--- config.mk ---
export PLATFORM = sky130hd
export DESIGN_NAME = lsu_mem_bridge_flat
export DESIGN_NICKNAME = d
export VERILOG_FILES = /design/src/rtl/lsu_mem_bridge_if.sv /design/src/rtl/lsu_mem_bridge.sv /design/src/flat_wrapper.sv
export SDC_FILE = /design/constraint.sdc
export NUM_CORES = 1
export LEC_CHECK = 0
export CAP_MARGIN = 20
export CORE_MARGIN = 3
export CORE_UTILIZATION = 45
export CTS_BUF_LIST = sky130_fd_sc_hd__clkbuf_8 sky130_fd_sc_hd__clkbuf_16
export CTS_CLUSTER_SIZE = 12
export DETAILED_ROUTE_END_ITERATION = 8
export GPL_TIMING_DRIVEN = 0
export PLACE_DENSITY = 0.74
export SYNTH_ARGS = -nofsm -noshare
export SYNTH_HDL_FRONTEND = slang
export SYNTH_SLANG_ARGS = --single-unit
--- constraint.sdc ---
create_clock -name clk -period 2.62 [get_ports clk]
set_input_delay 0.393 -clock clk [delete_from_list [all_inputs] [get_ports clk]]
set_output_delay 0.393 -clock clk [all_outputs]
set_load 0.03 [all_outputs]
--- src/rtl/lsu_mem_bridge_if.sv ---
// Bus bundle between the processor data port, the load/store bridge and
// the 32-bit synchronous data RAM. The slave modport is the bridge's view;
// the master modport is the view of the surrounding environment.
interface lsu_mem_bridge_if #(
  parameter int ADDR_W = 10
) ();
  logic              req;
  logic              we;
  logic [2:0]        size;
  logic [31:0]       addr;
  logic [31:0]       wdata;
  logic [31:0]       rdata;
  logic              done;
  logic              err;
  logic              busy;
  logic              mem_en;
  logic              mem_we;
  logic [3:0]        mem_be;
  logic [ADDR_W-1:0] mem_addr;
  logic [31:0]       mem_wdata;
  logic [31:0]       mem_rdata;

  modport slave (
    input  req, we, size, addr, wdata, mem_rdata,
    output rdata, done, err, busy, mem_en, mem_we, mem_be, mem_addr, mem_wdata
  );

  modport master (
    output req, we, size, addr, wdata, mem_rdata,
    input  rdata, done, err, busy, mem_en, mem_we, mem_be, mem_addr, mem_wdata
  );
endinterface

--- src/rtl/lsu_mem_bridge.sv ---
// Load/store bridge: turns one byte/half/word processor access into one or
// two byte-lane-enabled word accesses on a 32-bit synchronous RAM, and
// sign/zero-extends load results.
//
// state | meaning
// IDLE  | waiting for req; captures the request
// ACC0  | first RAM word access in flight (word index w)
// ACC1  | second RAM word access for a misaligned request (w+1, wraps)
// RESP  | last read data arriving; result registered, done pulses next
//
// RAM-side outputs are registered from the next state so the RAM sees the
// access during ACC0/ACC1 itself. The result needs the read data that
// arrives during RESP, so done/rdata/err are registered on leaving RESP and
// busy is held through that done cycle.
module lsu_mem_bridge #(
  parameter int ADDR_W           = 10,
  parameter bit ALLOW_MISALIGNED = 1'b1
) (
  input logic             clk,
  input logic             rst,
  lsu_mem_bridge_if.slave bus
);

  typedef enum logic [1:0] {IDLE, ACC0, ACC1, RESP} state_t;

  state_t            state, state_nx;
  logic              cap_we, cap_err, cap_mis;
  logic [2:0]        cap_size;
  logic [1:0]        cap_off;
  logic [ADDR_W-1:0] cap_word;
  logic [31:0]       cap_wdata, word0;

  logic [7:0]        in_be8, cap_be8;
  logic [63:0]       in_wd64, cap_wd64;
  logic              in_mis, in_illegal, in_err;

  logic              en_nx, we_nx;
  logic [3:0]        be_nx;
  logic [ADDR_W-1:0] addr_nx;
  logic [31:0]       wd_nx;

  logic [63:0]       rd64;
  logic [31:0]       rd_raw, rd_ext, resp_data;

  function automatic logic [3:0] size_mask(input logic [2:0] sz);
    logic [3:0] m;
    case (sz[1:0])
      2'b00:   m = 4'b0001;
      2'b01:   m = 4'b0011;
      default: m = 4'b1111;
    endcase
    return m;
  endfunction

  // Lane enables and lane-aligned data spread over two words; the upper
  // word is only non-zero when the access crosses a word boundary.
  assign in_be8     = {4'b0000, size_mask(bus.size)} << bus.addr[1:0];
  assign in_wd64    = {32'h0, bus.wdata} << {bus.addr[1:0], 3'b000};
  assign in_mis     = |in_be8[7:4];
  assign in_illegal = (bus.size == 3'b011) || (bus.size[2:1] == 2'b11) ||
                      (bus.we && bus.size[2]);
  assign in_err     = in_illegal || (in_mis && !ALLOW_MISALIGNED);

  assign cap_be8    = {4'b0000, size_mask(cap_size)} << cap_off;
  assign cap_wd64   = {32'h0, cap_wdata} << {cap_off, 3'b000};

  // State register.
  always_ff @(posedge clk) begin
    if (!rst) state <= IDLE;
    else      state <= state_nx;
  end

  // Next state and the RAM access to present in that state.
  always_comb begin
    state_nx = state;
    en_nx    = 1'b0;
    we_nx    = 1'b0;
    be_nx    = 4'b0000;
    addr_nx  = '0;
    wd_nx    = 32'h0;
    case (state)
      IDLE: begin
        if (bus.req) begin
          if (in_err) begin
            state_nx = RESP;
          end else begin
            state_nx = ACC0;
            en_nx    = 1'b1;
            we_nx    = bus.we;
            be_nx    = in_be8[3:0];
            addr_nx  = bus.addr[ADDR_W+1:2];
            wd_nx    = bus.we ? in_wd64[31:0] : 32'h0;
          end
        end
      end
      ACC0: begin
        if (cap_mis) begin
          state_nx = ACC1;
          en_nx    = 1'b1;
          we_nx    = cap_we;
          be_nx    = cap_be8[7:4];
          addr_nx  = cap_word + {{(ADDR_W-1){1'b0}}, 1'b1};
          wd_nx    = cap_we ? cap_wd64[63:32] : 32'h0;
        end else begin
          state_nx = RESP;
        end
      end
      ACC1:    state_nx = RESP;
      default: state_nx = IDLE;
    endcase
  end

  // Little-endian reassembly of the one or two read words, then extension.
  always_comb begin
    rd64   = cap_mis ? {bus.mem_rdata, word0} : {32'h0, bus.mem_rdata};
    rd_raw = 32'(rd64 >> {cap_off, 3'b000});
    rd_ext = rd_raw;
    case (cap_size)
      3'b000:  rd_ext = {{24{rd_raw[7]}}, rd_raw[7:0]};
      3'b001:  rd_ext = {{16{rd_raw[15]}}, rd_raw[15:0]};
      3'b100:  rd_ext = {24'h0, rd_raw[7:0]};
      3'b101:  rd_ext = {16'h0, rd_raw[15:0]};
      default: rd_ext = rd_raw;
    endcase
    resp_data = (cap_err || cap_we) ? 32'h0 : rd_ext;
  end

  // Request capture in IDLE; first read word held while the second arrives.
  always_ff @(posedge clk) begin
    if (!rst) begin
      cap_we    <= 1'b0;
      cap_err   <= 1'b0;
      cap_mis   <= 1'b0;
      cap_size  <= 3'b000;
      cap_off   <= 2'b00;
      cap_word  <= '0;
      cap_wdata <= 32'h0;
      word0     <= 32'h0;
    end else if (state == IDLE && bus.req) begin
      cap_we    <= bus.we;
      cap_err   <= in_err;
      cap_mis   <= in_mis;
      cap_size  <= bus.size;
      cap_off   <= bus.addr[1:0];
      cap_word  <= bus.addr[ADDR_W+1:2];
      cap_wdata <= bus.wdata;
    end else if (state == ACC1) begin
      word0     <= bus.mem_rdata;
    end
  end

  // Registered outputs.
  always_ff @(posedge clk) begin
    if (!rst) begin
      bus.rdata     <= 32'h0;
      bus.done      <= 1'b0;
      bus.err       <= 1'b0;
      bus.busy      <= 1'b0;
      bus.mem_en    <= 1'b0;
      bus.mem_we    <= 1'b0;
      bus.mem_be    <= 4'b0000;
      bus.mem_addr  <= '0;
      bus.mem_wdata <= 32'h0;
    end else begin
      bus.rdata     <= (state == RESP) ? resp_data : 32'h0;
      bus.done      <= (state == RESP);
      bus.err       <= (state == RESP) && cap_err;
      bus.busy      <= (state_nx != IDLE) || (state == RESP);
      bus.mem_en    <= en_nx;
      bus.mem_we    <= we_nx;
      bus.mem_be    <= be_nx;
      bus.mem_addr  <= addr_nx;
      bus.mem_wdata <= wd_nx;
    end
  end

endmodule

--- src/flat_wrapper.sv ---
// flat-port wrapper written by rule: the top's interface ports become plain ports
module lsu_mem_bridge_flat 
#(
  parameter int ADDR_W           = 10,
  parameter bit ALLOW_MISALIGNED = 1'b1
)
  (clk, rst, bus_req, bus_we, bus_size, bus_addr, bus_wdata, bus_mem_rdata, bus_rdata, bus_done, bus_err, bus_busy, bus_mem_en, bus_mem_we, bus_mem_be, bus_mem_addr, bus_mem_wdata);
  lsu_mem_bridge_if #(.ADDR_W(ADDR_W)) bus_i ();
  input logic clk;
  input logic rst;
  input wire logic [$bits(bus_i.req)-1:0] bus_req;
  input wire logic [$bits(bus_i.we)-1:0] bus_we;
  input wire logic [$bits(bus_i.size)-1:0] bus_size;
  input wire logic [$bits(bus_i.addr)-1:0] bus_addr;
  input wire logic [$bits(bus_i.wdata)-1:0] bus_wdata;
  input wire logic [$bits(bus_i.mem_rdata)-1:0] bus_mem_rdata;
  output wire logic [$bits(bus_i.rdata)-1:0] bus_rdata;
  output wire logic [$bits(bus_i.done)-1:0] bus_done;
  output wire logic [$bits(bus_i.err)-1:0] bus_err;
  output wire logic [$bits(bus_i.busy)-1:0] bus_busy;
  output wire logic [$bits(bus_i.mem_en)-1:0] bus_mem_en;
  output wire logic [$bits(bus_i.mem_we)-1:0] bus_mem_we;
  output wire logic [$bits(bus_i.mem_be)-1:0] bus_mem_be;
  output wire logic [$bits(bus_i.mem_addr)-1:0] bus_mem_addr;
  output wire logic [$bits(bus_i.mem_wdata)-1:0] bus_mem_wdata;
  assign bus_i.req = bus_req;
  assign bus_i.we = bus_we;
  assign bus_i.size = bus_size;
  assign bus_i.addr = bus_addr;
  assign bus_i.wdata = bus_wdata;
  assign bus_i.mem_rdata = bus_mem_rdata;
  assign bus_rdata = bus_i.rdata;
  assign bus_done = bus_i.done;
  assign bus_err = bus_i.err;
  assign bus_busy = bus_i.busy;
  assign bus_mem_en = bus_i.mem_en;
  assign bus_mem_we = bus_i.mem_we;
  assign bus_mem_be = bus_i.mem_be;
  assign bus_mem_addr = bus_i.mem_addr;
  assign bus_mem_wdata = bus_i.mem_wdata;
  lsu_mem_bridge #(.ADDR_W(ADDR_W), .ALLOW_MISALIGNED(ALLOW_MISALIGNED)) u_core (.clk(clk), .rst(rst), .bus(bus_i));
endmodule
==> results.cfg <==
[run_status]
run_status = complete, no violations

[run]
drv_cap = 0

[worst_hold_path]
worstHoldPathCells = 2
min_to = u_core.cap_wdata[10]$_SDFFE_PN0P_
worstHoldStart = u_core.cap_wdata[10]$_SDFFE_PN0P_
hold_class = flop to flop

[clock_network]
cts_sinks = 159
cts_tree = done
cts_hold_buf = 0
clk_pin_slew_ns = 0.06
clk_latency_ns = 0.43
numCtsBuffers = 17
clk_path_buf_depth = 2
cts-root-buf = clkbuf_16
cts_htree_levels = 4

[logic_synthesis]
yosysSeqAreaShare = 0.435
synth.most_common_cell = dfxtp_1
synth_nets = 925
yosysUniqueCellTypes = 46
synthTopCellsByArea = dfxtp_1, mux2i_1, nand2_1
synth-seq-cells = 159
synth_edf_count = 0
synth.top_cell.area_share = 0.435
yosys.area.top_type = dfxtp_1
synthArstFlopShare = 0
synthCells = 817
ys.warnings.count = 0
avgSynthCellArea_um2 = 8.97
synth_flop_cell = dfxtp_1
syn_area_mm2 = 0.00732
synth_commonest_cells = dfxtp_1, mux2i_1, nand2_1, a21oi_1, nor2_1

[critical_path]
crit_chain = clkbuf_1, buf_2, clkbuf_1, buf_1, nand4_1, a21oi_1
required_ns = 2.96
reg2reg_slack_ns = 0.20
worstPathArrival_ns = 2.76
crit_path_max_incr_delay_ns = 0.51
slowest_stage = clkbuf_1
worstSetupEndpointType = flop
r2r_start = u_core.cap_off[1]$_SDFFE_PN0P_
worstSetupPathType = flop to flop
rr_worst_depth = 6
cp-start-kind = flop
rr_endpoint = u_core.bus.mem_be[2]$_SDFF_PN0_
crit_top_cell = clkbuf_1
crit_fanout = 10

[global_route]
antenna_found_initial = 0
grt_max_degree = 17
grt_util_met3 = 0.0585
grtUsageTotal = 0.257
grt_first_pass_wirelength_um = 36000
grt_overflow_total = 0
grt_use_met2 = 0.376
met1_usage = 0.368
grt_pass1_vias = 6540
busiest_layer = met2

[placement]
portBuffers = 163
dp.cells = 1196
dpl.hpwl_um = 17200
globalplace.congestion = 0.917

[detailed_routing]
wirelength_um = 23200
viasPerCell = 5.64
dr.pass1.iters = 6
route.detailed.drc = 0
num_vias = 6913
drtIter0Drc = 778
ant_nets = 0
post_drt_wl_per_cell_um = 18.9

[die]
rows = 46
initial_core_util = 0.461
core_mm2 = 0.0159
die_area_mm2 = 0.0178
die_x_um = 134
io_pins = 186
die_y_um = 134

[cells_and_area]
fill_cells = 1414
fin_nets = 1106
areaGrowthSynthToFinish_pct = 33.8
multiInputGateArea_mm2 = 0.00383
seq_area_mm2 = 0.00318
fin_cells = 1226
diodes = 0
drive_above_1_share = 0.0614

[timing]
maxSlewViolCount = 0
setup-tns-final_ns = 0
slew-limit-headroom = 0.469
fin_crit_sh = 0.922
setup_viol = 0
fmax_ghz = 0.414
fin_crit_ns = 2.42
tightest_slew_ns = 0.796
rsz0062_at_grt = false
fin_skew_ns = 0.00712
fin_hold_ws_ns = 0.455
hold_violations = 0

[power]
p_leak_uw = 0.00363
pwr-share-comb = 0.315
power_frac_clock = 0.310
irDropWorstVdd_mv = 0.520
power_density_mw_per_mm2 = 791
switching_share = 0.340
p_int_uw = 5110
power.switching_uw = 2640
p_seq_frac = 0.375
[cells by family after synthesis]
| family | Yosys count | share of synthesized area |
|---|---|---|
| flops | 159 | 0.435 |
| simple gates | 248 | 0.145 |
| buf+inv | 77 | 0.0425 |
| xor+xnor | 7 | 0.00837 |
| compound gates | 187 | 0.164 |
| mux | 134 | 0.197 |
| fa+ha+maj | 5 | 0.00854 |
[state kept, by name (all words and copies together) (netlist names), 3 cells and up]
name	flops
u_core.bus.mem_wdata	32
u_core.bus.rdata	32
u_core.word0	32
u_core.cap_wdata	24
u_core.bus.mem_addr	10
u_core.cap_word	10
u_core.bus.mem_be	4
u_core.cap_size	3
[per-stage QoR]
| stage | util | setup slack [ns] | power [µW] | instance area, µm² |
|---|---|---|---|---|
| 3_3_place_gp | 0.581 | -0.585 | 5320 | 9230 |
| 6_report | 0.617 | 0.204 | 7750 | 9800 |
| 4_1_cts | 0.617 | 0.00565 | 7720 | 9800 |
| 5_1_grt | 0.617 | 0.0705 | 8090 | 9800 |
| 2_1_floorplan | - | 0.681 | 4550 | 7320 |
| 3_5_place_dp | 0.581 | -0.565 | 5330 | 9230 |
[critical path: cells and delay by family, from the launching register on]
kind | cells | cell delay, ns
compound gates | 1 | 0.22
buf+inv | 4 | 1.66
flops | 1 | 0.30
simple gates | 1 | 0.15
[cells in the final DEF, fill, tap and decap left out, types with 6 or more instances in the layout]
| master | n |
|---|---|
| xnor2_1 | 6 |
| clkbuf_16 | 17 |
| dfxtp_1 | 159 |
| clkdlybuf4s50_1 | 163 |
| mux4_2 | 8 |
| o211ai_1 | 7 |
| nor2_1 | 66 |
| buf_2 | 10 |
| mux2i_1 | 126 |
| a211oi_1 | 17 |
| buf_1 | 12 |
| o211ai_2 | 10 |
| nor2b_1 | 11 |
| nand2_1 | 118 |
| o21ai_0 | 33 |
| a21oi_1 | 70 |
| o22ai_1 | 16 |
| nand3_1 | 27 |
| clkbuf_1 | 40 |
| inv_1 | 11 |
| a22o_1 | 14 |
[area by class of cell]
cell class                 instances  area share
buffer                            64      0.0269
sequential                       159       0.325
clock buffer                      19      0.0462
multi-input combinational        581       0.391
inverter                          11     0.00421
timing repair buffer             164       0.167
tap                              216      0.0276
clock inverter                    12      0.0121
[worst max path at each step]
stage,cells past startpoint,start,slack [ns],end
final,6,u_core.cap_off[1]$_SDFFE_PN0P_,0.20,u_core.bus.mem_be[2]$_SDFF_PN0_
after global routing,6,u_core.cap_off[1]$_SDFFE_PN0P_,0.07,u_core.bus.mem_be[2]$_SDFF_PN0_
after CTS,6,bus_addr[0],0.006,u_core.cap_mis$_SDFFE_PN0P_
after detailed placement,6,bus_addr[0],-0.56,u_core.cap_mis$_SDFFE_PN0P_
after global placement,6,bus_addr[0],-0.58,u_core.cap_mis$_SDFFE_PN0P_
after floorplan,7,u_core.cap_mis$_SDFFE_PN0P_,0.68,u_core.bus.rdata[21]$_SDFF_PP0_
[routing by layer]
| layer | wire (µm) | vias up | share of wire |
|---|---|---|---|
| met5 | 0 | - | 0 |
| met4 | 551 | 0 | 0.024 |
| met3 | 2240 | 50 | 0.096 |
| met2 | 10100 | 431 | 0.43 |
| met1 | 10400 | 3169 | 0.45 |
| li1 | - | 3263 | - |
[power groups by stage]
stage	registers [µW]	logic, µW	clock network, µW
finish	2910	2440	2400
CTS	2910	2400	2420
floorplan	3040	1500	0
global placement	2950	2370	0
detailed placement	2950	2380	0
global route	2950	2620	2530
[repair_timing]
action	in CTS	in global routing
setup buffers	0	1
pin swaps	0	1
endpoints found under the setup margin	2	18
resized for setup	1	1
No activity file was read; power rests on OpenSTA's default activity.
